--- src/rtl/vga_timing_pkg.sv ---
// Default 640x480@60 raster constants, derived totals and the coordinate type
// shared by the VGA timing generator and its consumers.
package vga_timing_pkg;

  localparam int H_DISPLAY = 640;
  localparam int H_FRONT   = 16;
  localparam int H_SYNC    = 96;
  localparam int H_BACK    = 48;
  localparam int V_DISPLAY = 480;
  localparam int V_FRONT   = 10;
  localparam int V_SYNC    = 2;
  localparam int V_BACK    = 33;

  localparam int H_TOTAL = H_DISPLAY + H_FRONT + H_SYNC + H_BACK;
  localparam int V_TOTAL = V_DISPLAY + V_FRONT + V_SYNC + V_BACK;

  localparam int COORD_W = 10;

  typedef logic [COORD_W-1:0] coord_t;

  // True when val lies in the closed interval [lo, hi].
  function automatic logic in_window(input coord_t val, input int lo, input int hi);
    int v_s;
    v_s = int'(val);
    return (v_s >= lo) && (v_s <= hi);
  endfunction

endpackage

--- src/rtl/pixel_tick_gen.sv ---
// System-clock divider producing a one-clk pixel enable every CLK_DIV clks.
module pixel_tick_gen #(
  parameter int CLK_DIV = 2
) (
  input  logic clk,
  input  logic reset,
  output logic p_tick
);

  localparam int DIV_W = (CLK_DIV > 1) ? $clog2(CLK_DIV) : 1;
  localparam logic [DIV_W-1:0] DIV_LAST = DIV_W'(CLK_DIV - 1);

  logic [DIV_W-1:0] divider_r;

  // Free-running divider, wraps after CLK_DIV-1.
  always_ff @(posedge clk or posedge reset) begin
    if (reset) begin
      divider_r <= {DIV_W{1'b0}};
    end else if (divider_r == DIV_LAST) begin
      divider_r <= {DIV_W{1'b0}};
    end else begin
      divider_r <= divider_r + 1'b1;
    end
  end

  // Gating with reset keeps the enable low in reset even when CLK_DIV is 1.
  assign p_tick = ~reset & (divider_r == DIV_LAST);

endmodule

--- src/rtl/vga_timing_gen.sv ---
// VGA raster timing: scan counters, registered sync pulses, visible-area flag
// and line/frame strobes, advanced by the pixel enable from pixel_tick_gen.
module vga_timing_gen
  import vga_timing_pkg::*;
#(
  parameter int   H_DISPLAY = vga_timing_pkg::H_DISPLAY,
  parameter int   H_FRONT   = vga_timing_pkg::H_FRONT,
  parameter int   H_SYNC    = vga_timing_pkg::H_SYNC,
  parameter int   H_BACK    = vga_timing_pkg::H_BACK,
  parameter int   V_DISPLAY = vga_timing_pkg::V_DISPLAY,
  parameter int   V_FRONT   = vga_timing_pkg::V_FRONT,
  parameter int   V_SYNC    = vga_timing_pkg::V_SYNC,
  parameter int   V_BACK    = vga_timing_pkg::V_BACK,
  parameter int   CLK_DIV   = 2,
  parameter logic SYNC_POL  = 1'b0
) (
  input  logic               clk,
  input  logic               reset,
  output logic               hsync,
  output logic               vsync,
  output logic               video_on,
  output logic               p_tick,
  output logic [COORD_W-1:0] pixel_x,
  output logic [COORD_W-1:0] pixel_y,
  output logic               line_tick,
  output logic               frame_tick
);

  localparam int H_PERIOD = H_DISPLAY + H_FRONT + H_SYNC + H_BACK;
  localparam int V_PERIOD = V_DISPLAY + V_FRONT + V_SYNC + V_BACK;

  localparam coord_t H_LAST = COORD_W'(H_PERIOD - 1);
  localparam coord_t V_LAST = COORD_W'(V_PERIOD - 1);
  localparam coord_t H_VIS  = COORD_W'(H_DISPLAY);
  localparam coord_t V_VIS  = COORD_W'(V_DISPLAY);

  localparam int HS_START = H_DISPLAY + H_FRONT;
  localparam int HS_END   = HS_START + H_SYNC - 1;
  localparam int VS_START = V_DISPLAY + V_FRONT;
  localparam int VS_END   = VS_START + V_SYNC - 1;

  logic   p_tick_s;
  coord_t h_count_r;
  coord_t v_count_r;
  coord_t h_next_s;
  coord_t v_next_s;
  logic   hsync_next_s;
  logic   vsync_next_s;
  logic   hsync_r;
  logic   vsync_r;
  logic   line_tick_s;
  logic   frame_tick_s;

  pixel_tick_gen #(
    .CLK_DIV(CLK_DIV)
  ) u_pixel_tick_gen (
    .clk   (clk),
    .reset (reset),
    .p_tick(p_tick_s)
  );

  // Next raster position: horizontal steps on every pixel, vertical on line wrap.
  always_comb begin
    h_next_s = h_count_r;
    v_next_s = v_count_r;
    if (p_tick_s) begin
      if (h_count_r == H_LAST) begin
        h_next_s = {COORD_W{1'b0}};
        if (v_count_r == V_LAST) begin
          v_next_s = {COORD_W{1'b0}};
        end else begin
          v_next_s = v_count_r + 1'b1;
        end
      end else begin
        h_next_s = h_count_r + 1'b1;
        v_next_s = v_count_r;
      end
    end else begin
      h_next_s = h_count_r;
      v_next_s = v_count_r;
    end
  end

  // Sync levels decoded from the next position so they line up with the counters.
  always_comb begin
    hsync_next_s = ~SYNC_POL;
    vsync_next_s = ~SYNC_POL;
    if (in_window(h_next_s, HS_START, HS_END)) begin
      hsync_next_s = SYNC_POL;
    end else begin
      hsync_next_s = ~SYNC_POL;
    end
    if (in_window(v_next_s, VS_START, VS_END)) begin
      vsync_next_s = SYNC_POL;
    end else begin
      vsync_next_s = ~SYNC_POL;
    end
  end

  // Scan counters and registered sync outputs.
  always_ff @(posedge clk or posedge reset) begin
    if (reset) begin
      h_count_r <= {COORD_W{1'b0}};
      v_count_r <= {COORD_W{1'b0}};
      hsync_r   <= ~SYNC_POL;
      vsync_r   <= ~SYNC_POL;
    end else begin
      h_count_r <= h_next_s;
      v_count_r <= v_next_s;
      hsync_r   <= hsync_next_s;
      vsync_r   <= vsync_next_s;
    end
  end

  assign line_tick_s  = p_tick_s & (h_count_r == H_LAST);
  assign frame_tick_s = line_tick_s & (v_count_r == V_LAST);

  assign hsync      = hsync_r;
  assign vsync      = vsync_r;
  assign video_on   = (h_count_r < H_VIS) && (v_count_r < V_VIS);
  assign p_tick     = p_tick_s;
  assign pixel_x    = h_count_r;
  assign pixel_y    = v_count_r;
  assign line_tick  = line_tick_s;
  assign frame_tick = frame_tick_s;

endmodule

--- config.mk ---
export PLATFORM = sky130hd
export DESIGN_NAME = vga_timing_gen
export DESIGN_NICKNAME = d
export VERILOG_FILES = /design/src/rtl/vga_timing_pkg.sv /design/src/rtl/pixel_tick_gen.sv /design/src/rtl/vga_timing_gen.sv
export SDC_FILE = /design/constraint.sdc
export NUM_CORES = 1
export LEC_CHECK = 0
export ABC_AREA = 1
export CAP_MARGIN = 20
export CORE_AREA = 3 3 60 62
export DETAILED_ROUTE_END_ITERATION = 10
export DIE_AREA = 0 0 63 65
export PLACE_DENSITY_LB_ADDON = 0.1
export SYNTH_ARGS = -nofsm -noshare
export SYNTH_HDL_FRONTEND = slang
export SYNTH_SLANG_ARGS = --single-unit
--- constraint.sdc ---
create_clock -name clk -period 1.5 [get_ports clk]
set_input_delay 0.3 -clock clk [delete_from_list [all_inputs] [get_ports clk]]
set_output_delay 0.3 -clock clk [all_outputs]
set_load 0.02 [all_outputs]
After elaboration in Yosys (flattened, before gate mapping)
Index checks and enable logic that the tools add are counted.
{"block": "totals", "register_bits": 23, "latch_bits": 0, "mem_bits_rw": 0, "romBits": 0, "inputBits": 2, "out_inout_bits": 26, "elab_cells": 31, "n_memories": 0}
{"block": "op_classes", "n_addsub": 3, "n_mul": 0, "div": 0, "n_lt_le_gt_ge": 6, "eq_ne": 2, "shift": 0, "muxes": 8, "n_bitwise": 4, "reduce_logical": 3}
{"op": "2-to-1 mux 10 bit", "n": 5}
{"op": "adder 10 x 1 -> 10 bit (second input constant)", "n": 2}
{"op": "equality test 10 bit (second input constant)", "n": 2}
{"op": "greater-or-equal comparator 10 bit (second input constant)", "n": 1}
{"op": "greater-or-equal comparator 10 x 9 -> 1 bit (second input constant)", "n": 1}
{"op": "<= comparator 10 bit (second input constant)", "n": 1}
{"op": "<= comparator 10 x 9 -> 1 bit (second input constant)", "n": 1}
{"op": "less-than comparator 10 bit (second input constant)", "n": 1}
{"op": "less-than comparator 10 x 9 -> 1 bit (second input constant)", "n": 1}
{"op": "bitwise AND 1 bit", "n": 3}
{"op": "logical AND 1 bit", "n": 3}
{"op": "2-to-1 mux 1 bit", "n": 3}
{"op": "adder 1 bit (second input constant)", "n": 1}
{"op": "NOT 1 bit", "n": 1}

Logic depth before layout (Yosys ltp)
Gate-level depths: netlist of run 1.
{"block": "logic_depth", "depth_word": 7, "depth_mapped": 12, "ltp_nobuf": 12}

Cells and area by module
From an unflattened synthesis of run 1, not the netlist that was laid out.
{"block": "unflattened", "cells_unflattened": 188, "area_unflattened_um2": 1416.4}
{"module": "vga_timing_gen", "instances": 1, "cells_per_inst": 184, "area_per_inst_um2": 1377.6, "seq_area_each_um2": 553.0}
{"module": "pixel_tick_gen", "instances": 1, "cells_per_inst": 4, "area_per_inst_um2": 38.8, "seq_area_each_um2": 25.0}

Worst setup path after synthesis of run 1
OpenSTA, ideal clock, no wires.
{"block": "synth_timing", "path_kind": "reg-to-output", "startpoint": "register h_count_r[8], in the netlist pixel_x[8]", "endpoint": "output port video_on", "arrival_time_ns": 1.766, "slack_ns": -0.566, "stages_incl_launch_ff": 4, "n_path_buf": 0, "path_cell_list": "dfrtp_1 > nand2_1 > inv_1 > a2111oi_0"}
{"block": "synth_between", "elab_chain_cells": 2}
{"item": "start: declaration", "line_no": "vga_timing_gen.sv:43", "source": "coord_t h_count_r;"}
{"item": "start signal: assignment", "line_no": "vga_timing_gen.sv:103", "source": "h_count_r <= {COORD_W{1'b0}};"}
{"item": "start signal: assignment", "line_no": "vga_timing_gen.sv:108", "source": "h_count_r <= h_next_s;"}
{"item": "less-than comparator 10 bit", "line_no": "vga_timing_gen.sv:120", "source": "assign video_on = (h_count_r < H_VIS) && (v_count_r < V_VIS);"}
{"item": "logical AND 1 bit", "line_no": "vga_timing_gen.sv:120"}
{"item": "end: declaration", "line_no": "vga_timing_gen.sv:21", "source": "output logic video_on,"}
Every way passes these cells.

Worst setup path after layout of run 1
{"block": "layout_timing", "startpoint": "register v_count_r[0], in the netlist pixel_y[0]", "endpoint": "output port frame_tick"}
{"block": "layout_between", "elab_chain_cells": 2}
{"item": "start: declaration", "line_no": "vga_timing_gen.sv:44", "source": "coord_t v_count_r;"}
{"item": "start signal: assignment", "line_no": "vga_timing_gen.sv:104", "source": "v_count_r <= {COORD_W{1'b0}};"}
{"item": "start signal: assignment", "line_no": "vga_timing_gen.sv:109", "source": "v_count_r <= v_next_s;"}
{"item": "equality test 10 bit", "line_no": "vga_timing_gen.sv:116", "source": "assign frame_tick_s = line_tick_s & (v_count_r == V_LAST);"}
{"item": "bitwise AND 1 bit", "line_no": "vga_timing_gen.sv:116"}
{"item": "end: declaration", "line_no": "vga_timing_gen.sv:26", "source": "output logic frame_tick"}
Every way passes these cells.

==> results.txt, run 1 <==
The flow ran to the end, but the final reports show violations. The final reports fail on setup timing. The netlist uses 28 different library cells.

The total number of yosys warnings is 0. The data required time at the worst endpoint came out at 1.20 ns. The number of nets with antenna violations after routing is 0. The maximum buffer depth of the clock tree is 2.

The H-tree depth reported by CTS came out at 1. For this configuration, the core starts out at a cell density of approximately 47%. The worst setup path is launched from a flop. The number of synthesized register bits came out at 23. In this run the tightest slew margin relative to its limit is approximately four fifths. The vertical extent of the die is around 65 µm. In this run the core area contains 20 standard-cell rows. The width of the die is 63 µm. The power per standard cell area came out at 898.1 nW/µm². The critical-path maximum fanout came out at 2. The net switching power figure is 0.9254 mW. The shortest clock period the worst path allows after layout came out at 1.936 ns. The maximum ir drop on the vdd rail came out at 0.8596 mV.

The number of synthesized flops with an enable pin is 0. The root buffer cell is sky130_fd_sc_hd__clkbuf_4. The number of setup violations in the final report came out at 15. The count of mapped cells out of synthesis is between 150 and 200. The global-route wire length before repair is around 7300 µm. The area share of the leading cell type in the synthesized netlist is 36.46%. Max-cap violations in this run came to 0.

Setup repair after global routing could not meet its margin everywhere. The total routing usage reported by global routing came out at between 20% and 30%. The average wire per standard cell came out at around 14 µm.

The path class of the tightest hold or removal check is in -> async. The number of nets in the synthesized netlist is around 200. The count of hold buffers inserted by post-cts repair came out at 0. The floorplan core area came out at between 3000 and 4000 µm². The standby leakage power is 1.391 nW. The most common library cell in the layout ignoring fill and taps is sky130_fd_sc_hd__buf_4. The clock-pin slew on the worst setup and hold paths is between 0.1 and 0.15 ns. The arrival time reported for the critical path endpoint came out at about 1.6 ns.

The routed layout has roughly 1700 vias. The number of detailed-route iterations in the first pass is 4. The share of synthesized area occupied by flip-flops and latches is roughly two fifths. The number of antenna violations at the first check in global routing came to 0. Across the routed clock network, the largest skew measured is 0.007273 ns. After layout, the worst setup slack is -0.4360 ns.

The worst path uses 129.1% of the clock period. The share of layout cells above drive strength 1 is between 60% and 70%. The synthesized area per cell came out at about 7.4 µm². After the last flow step, the layout net total stands at approximately 300. The diode insertion count for antenna repair is 0. In the post-synthesis netlist, the biggest area contributors are sky130_fd_sc_hd__dfrtp_1 36%, sky130_fd_sc_hd__nand2_1 13%, sky130_fd_sc_hd__inv_1 8.6%, sky130_fd_sc_hd__nor2_1 6.0%, sky130_fd_sc_hd__nand3_1 4.5%.

The worst-skew pair later-pin latency is ~0.32 ns. The sum of net half-perimeters after detailed placement is roughly 3000 µm. The total length of routed wires is between 4000 and 5000 µm. The sequential share of power is about a third. The number of global-route vias before repair came out at 1626. TritonCTS built the clock tree. The startpoint identified for the worst register-to-register timing path is pixel_x[1]. The count of boundary I/O pins came out at 28. The number of hold-slack violations in the final timing report is 0. Of the total power, combinational logic draws just over 50%.

The most used flip-flop cell after synthesis is sky130_fd_sc_hd__dfrtp_1. The highest attainable clock frequency came out at around 520 MHz. The type of the worst setup path is reg -> out. Relative to the synthesized area, the layout overhead comes to 76.48%. The transition time of the tightest slew-check pin is 0.3218 ns. The sum of negative setup slack came out at -1.702 ns.

The type of element capturing the critical path is an output port. Clock tree synthesis inserted a total of 3 buffers. The internal power component is around 1.4 mW. The cell area after synthesis came out at 1441 µm². The library cells used most frequently in the layout, excluding fill and tap cells, are 55 x sky130_fd_sc_hd__buf_4, 34 x sky130_fd_sc_hd__nand2_1, 21 x sky130_fd_sc_hd__inv_1. The die area is ~4000 µm². The total global routing overflow is 0. Using the TritonRoute via totals, the vias-per-cell ratio works out to between 4 and 5. The pre-CTS worst setup slack is -0.7133 ns. The final standard cell utilization of the core is between 80 and 90%. The number of DRC markers after the initial detailed-route iteration is a little over 90.

The synthesized design spends more area on one cell type than any other, namely sky130_fd_sc_hd__dfrtp_1. Port buffering added 27 buffers. The pin count of the biggest net entering global routing is 24.

The power share of the clock group is approximately 14%. The fraction of synthesis flops using an asynchronous set or reset pin is 100.0%. In this run the worst setup path begins at pixel_y[0]. Net switching is 40.51% of the power. The number of clock sinks is 23. The DRC violations left came out at 0. At the end of routability-driven placement, the weighted congestion stood at about 0.83. The max-slew violation count came out at 0.
[per-stage QoR]
stage                     hold slack [ns]  area (µm²)  power, mW  std cells
after CTS                          0.1799        2389      2.279        332
after detailed placement           0.5257        2176      1.846        319
after global placement             0.5252        2176      1.819        319
after floorplan                    0.1152        1473      1.305        196
after global routing               0.1935        2544      2.438        340
final                              0.1850        2544      2.284        340
[synth_stat cells, types with 4 or more instances]
library cell and n:
sky130_fd_sc_hd__dfrtp_1 21, sky130_fd_sc_hd__nand4_1 5, sky130_fd_sc_hd__nand2_2 5, sky130_fd_sc_hd__nand3_1 13
sky130_fd_sc_hd__nand2_1 51, sky130_fd_sc_hd__nor2_1 23, sky130_fd_sc_hd__inv_2 5, sky130_fd_sc_hd__o21ai_0 4
sky130_fd_sc_hd__inv_1 33, sky130_fd_sc_hd__a21oi_1 4, sky130_fd_sc_hd__nor2_2 4
[cell type report]
cell class	count	area [µm²]
clock buffer	4	26.28
tap	44	55.05
timing repair buffer	97	787.0
sequential	23	583.1
fill	199	534.3
inverter	40	160.2
multi-input combinational	132	932.1
[kinds of logic (layout without fill, tap and decap cells)]
logic type               Yosys count  count (layout)  share of synthesized area (%)
AND/OR/NAND/NOR                  115             115                          39.32
XOR/XNOR                           2               2                          1.215
flip-flops                        23              23                          40.10
buffers and inverters             41             141                          11.98
AO/OA/AOI/OAI                     12              12                          4.775
adder cells (fa/ha/maj)            3               3                          2.604
[per-layer routing]
metal / global-route usage [%] / wire length (µm) / up-vias
met5: 0 / 0 / -
met1: 27.86 / 1994 / 800
li1: - / - / 804
met3: 3.293 / 265 / 13
met4: 6.612 / 91 / 0
met2: 40.71 / 2507 / 55
[worst max-delay path, cell delays in order (launching register included)]
cell and delay, ns:
sky130_fd_sc_hd__dfrtp_2 0.44, sky130_fd_sc_hd__inv_2 0.07, sky130_fd_sc_hd__ha_4 0.12, sky130_fd_sc_hd__inv_2 0.03
sky130_fd_sc_hd__nor2_1 0.11, sky130_fd_sc_hd__nand3_1 0.13, sky130_fd_sc_hd__nor2_2 0.15, sky130_fd_sc_hd__nand2_2 0.08
sky130_fd_sc_hd__inv_2 0.07, sky130_fd_sc_hd__buf_6 0.11
[sequential cells by signal, indices dropped and copies added, names as in the netlist]
signal and count:
hsync 1, pixel_x 10, pixel_y 10, u_pixel_tick_gen.divider_r 1
vsync 1
[final timing paths]
kind | slack, ns | endpoint | cells after the start
worst min register to register | 0.64 | u_pixel_tick_gen.divider_r | 3
max in group asynchronous | 1.02 | hsync | 3
min in group clk | 0.64 | u_pixel_tick_gen.divider_r | 3
worst min-delay path | 0.19 | pixel_y[6] | 3
worst max register to register | -0.20 | vsync | 14
worst max-delay path | -0.44 | frame_tick | 9
[repair_timing]
item,4_1_cts,5_1_grt
endpoints found under the setup margin,40,43
setup buffers,10,11
gates resized for setup,108,78
pin swaps,25,36
gates cloned,0,1
[power by group through the flow]
stage / registers, mW / clock network [mW] / logic (mW)
CTS: 0.788 / 0.328 / 1.16
detailed placement: 0.801 / 0 / 1.04
finish: 0.797 / 0.309 / 1.18
global placement: 0.797 / 0 / 1.02
global route: 0.808 / 0.355 / 1.28
floorplan: 0.939 / 0 / 0.366
Power figures use the tool's default switching activity.
==> inputs of run 2 (changes only) <==
- CORE_AREA: 3 3 60 62 -> 2 2 59 61
- DIE_AREA: 0 0 63 65 -> 0 0 61 63
==> run 2 against run 1 <==
The flow still finishes with violations (setup timing). Clock skew is 0.0053 ns lower. Worst hold slack worse by 0.0060 ns. Routed wire length is 12% lower. Highest routed layer unchanged. Sequential cell count stayed put.
==> results.txt, run 2 (same netlist as run 1, synthesis figures left out) <==
Run status: finished with violations (unchanged). Violated checks: setup timing (unchanged). The highest attainable clock frequency was 545.3 MHz (was 516.5 MHz). The type of the worst setup path was reg -> out (unchanged). The DRC violations left is 0 (unchanged).

The global-route wire length before repair is 6755 µm (was 7286 µm). The die area was 3843 µm² (was 4095 µm²). The number of nets with antenna violations after routing came out at 0 (unchanged). The max-slew violation count is 0 (unchanged). The total length of routed wires came out at 4254 µm (was 4859 µm). The diode insertion count for antenna repair came out at 0 (unchanged). The launching element type of the critical path was a flop (unchanged). The via total after detailed routing is 1591 (was 1672).

The number of setup violations in the final report is 11 (was 15). The vertical extent of the die is 63 µm (was 65 µm). The mean number of vias per cell was 4.735 (was 4.918). The maximum ir drop on the vdd rail came out at 0.9030 mV (was 0.8596 mV). The least setup slack across all paths after layout came to -0.3337 ns (was -0.4360 ns). The floorplan core area is 3232 µm² (was 3078 µm²). The number of standard cells in the final layout excluding fillers came out at 336 (was 340). The critical path buffer and inverter count is 4 (unchanged). The count of input and output buffers came out at 27 (unchanged). The count of boundary I/O pins is 28 (unchanged). The most common library cell in the layout ignoring fill and taps is sky130_fd_sc_hd__buf_4 (unchanged). The number of detailed-route iterations in the first pass is 4 (unchanged). Leading cell types in the layout, fill and taps excluded: 52 x sky130_fd_sc_hd__buf_4, 39 x sky130_fd_sc_hd__nand2_1, 27 x sky130_fd_sc_hd__inv_1 (was 55 x sky130_fd_sc_hd__buf_4, 34 x sky130_fd_sc_hd__nand2_1, 21 x sky130_fd_sc_hd__inv_1). The kind of cell adding the most delay to the critical path was flip-flops (was simple AND/OR/NAND/NOR gates). The H-tree depth reported by CTS came out at 1 (unchanged). The standby leakage power came out at 1.318 nW (was 1.391 nW).

The pin count of the biggest net entering global routing is 24 (unchanged). The power per standard cell area is 921.6 nW/µm² (was 898.1 nW/µm²). The sum of net half-perimeters after detailed placement is 2818 µm (was 2968 µm). The routability congestion estimate from global placement is 0.8058 (was 0.8257). The number of gates on the worst path with buffers counted is 9 (unchanged). The area added between synthesis and finish is 68.06% (was 76.48%).

The number of buffers added by the clock tree synthesis step came to 3 (unchanged). The width of the die came out at 61 µm (was 63 µm). The cell area after placement came out at 2178 µm² (was 2176 µm²). The number of hold-slack violations in the final timing report came out at 0 (unchanged). The total global routing overflow is 0 (unchanged). The shortest clock period the worst path allows after layout is 1.834 ns (was 1.936 ns). The tightest slew margin relative to the limit came to 79.58% (was 78.55%). The average wire per standard cell came to 12.66 µm (was 14.29 µm). The type of element capturing the critical path is an output port (unchanged).

The total power was 2.232 mW (was 2.284 mW). The arrival time reported for the critical path endpoint is 1.53 ns (was 1.64 ns). The clock tree from TritonCTS is done (unchanged). The number of antenna violations at the first check in global routing is 0 (unchanged).

The count of nets after finishing is 296 (was 302). The cell at the slowest stage of the critical path is sky130_fd_sc_hd__dfrtp_2 (unchanged). The total routing usage reported by global routing came out at 22.65% (was 22.60%). The share of layout cells above drive strength 1 is 55.17% (was 61.82%).

The number of clock sinks is 23 (unchanged). The critical path's most frequent cell is sky130_fd_sc_hd__inv_2 (unchanged). The number of DRC markers after the initial detailed-route iteration was 45 (was 91). Cell chain of the critical path: inv_2, ha_1, inv_1, nor2_1, nand3_1, nor2_2, nand2_1, inv_2, buf_6 (was inv_2, ha_4, inv_2, nor2_1, nand3_1, nor2_2, nand2_2, inv_2, buf_6). The pre-CTS worst setup slack is -0.7137 ns (was -0.7133 ns).

The root buffer cell was sky130_fd_sc_hd__clkbuf_4 (unchanged). The max-cap violation count came out at 0 (unchanged). The number of global-route vias before repair came to 1530 (was 1626). The class of the worst hold path was in -> async (unchanged). The clock-pin slew on the worst setup and hold paths is 0.14 ns (about the same). The final setup skew was 0.002012 ns (was 0.007273 ns). The count of hold buffers inserted by post-cts repair was 0 (unchanged). Setup repair after global routing missed its margin: yes (unchanged). The logic depth of the worst register-to-register path came out at 15 (was 14).

The worst stage delay on the critical path is 0.45 ns (was 0.44 ns). The cell count after placement came out at 321 (was 319). The setup slack on the worst flop-to-flop path is -0.18 ns (was -0.20 ns). The data required time at the worst endpoint was 1.20 ns (about the same).

The final worst-path cycle share is 122.2% (was 129.1%). The cell area after layout is 2422 µm² (was 2544 µm²). The critical-path maximum fanout came out at 2 (unchanged). The transition time of the tightest slew-check pin came out at 0.3064 ns (was 0.3218 ns). The starting density of the core is 44.60% (was 46.83%). The count of standard-cell rows came to 21 (was 20).

The worst-skew pair later-pin latency came out at 0.31 ns (was 0.32 ns). The maximum buffer depth of the clock tree came out at 2 (unchanged).
run 2: area by class of cell:
type	instances	area, µm²
multi-input cells	132	882.1
clock buffers	4	26.28
repair buffers	91	713.2
fillers	264	809.5
well taps	46	57.56
inverters	40	160.2
flip-flops and latches	23	583.1
run 2: worst paths after layout:
check	end	start
worst max-delay path	frame_tick	pixel_y[0]
worst min-delay path	pixel_x[2]	reset
worst max register to register	vsync	pixel_y[0]
worst min register to register	u_pixel_tick_gen.divider_r	u_pixel_tick_gen.divider_r
max in group asynchronous	hsync	reset
min in group clk	u_pixel_tick_gen.divider_r	u_pixel_tick_gen.divider_r
run 2: power breakdown:
part	internal, mW	leakage, nW	switching (mW)
registers	0.708	0.257	0.0807
logic	0.506	1.05	0.628
clock network	0.104	0.0150	0.206
run 2: routing by layer:
metal	share of wire (%)	wire length [µm]	global-route usage [%]
met1	45	1905	31.30
met2	51	2160	36.29
met3	2.9	123	3.106
met4	1.5	65	6.522
met5	0	0	0
run 2: repair_timing:
action / CTS / global route
pin swaps: 25 / 18
setup endpoints to repair: 35 / 35
setup buffers: 5 / 8
gates cloned: 0 / 0
resized for setup: 86 / 70
run 2: stage by stage:
| stage | util, % | hold slack, ns | TNS, ns |
|---|---|---|---|
| global placement | 67.40 | 0.5116 | -7.582 |
| finish | 74.95 | 0.1790 | -1.311 |
| detailed placement | 67.40 | 0.5167 | -7.942 |
| floorplan | - | 0.1152 | -0.1674 |
| CTS | 71.04 | 0.1864 | -1.196 |
| global route | 74.95 | 0.1946 | -2.429 |
run 2: worst register-to-register path, stage by stage (launching register included):
cell and delay, ns:
sky130_fd_sc_hd__dfrtp_2 0.41, sky130_fd_sc_hd__buf_4 0.11, sky130_fd_sc_hd__buf_6 0.10, sky130_fd_sc_hd__ha_4 0.14, sky130_fd_sc_hd__nand2_2 0.05, sky130_fd_sc_hd__inv_2 0.05
sky130_fd_sc_hd__nand3_2 0.06, sky130_fd_sc_hd__nor2_1 0.10, sky130_fd_sc_hd__buf_4 0.14, sky130_fd_sc_hd__nand3_2 0.07, sky130_fd_sc_hd__nand2_1 0.06, sky130_fd_sc_hd__nand2_1 0.06
sky130_fd_sc_hd__inv_2 0.06, sky130_fd_sc_hd__nand2_2 0.06, sky130_fd_sc_hd__nor2_1 0.09, sky130_fd_sc_hd__nand2_1 0.06
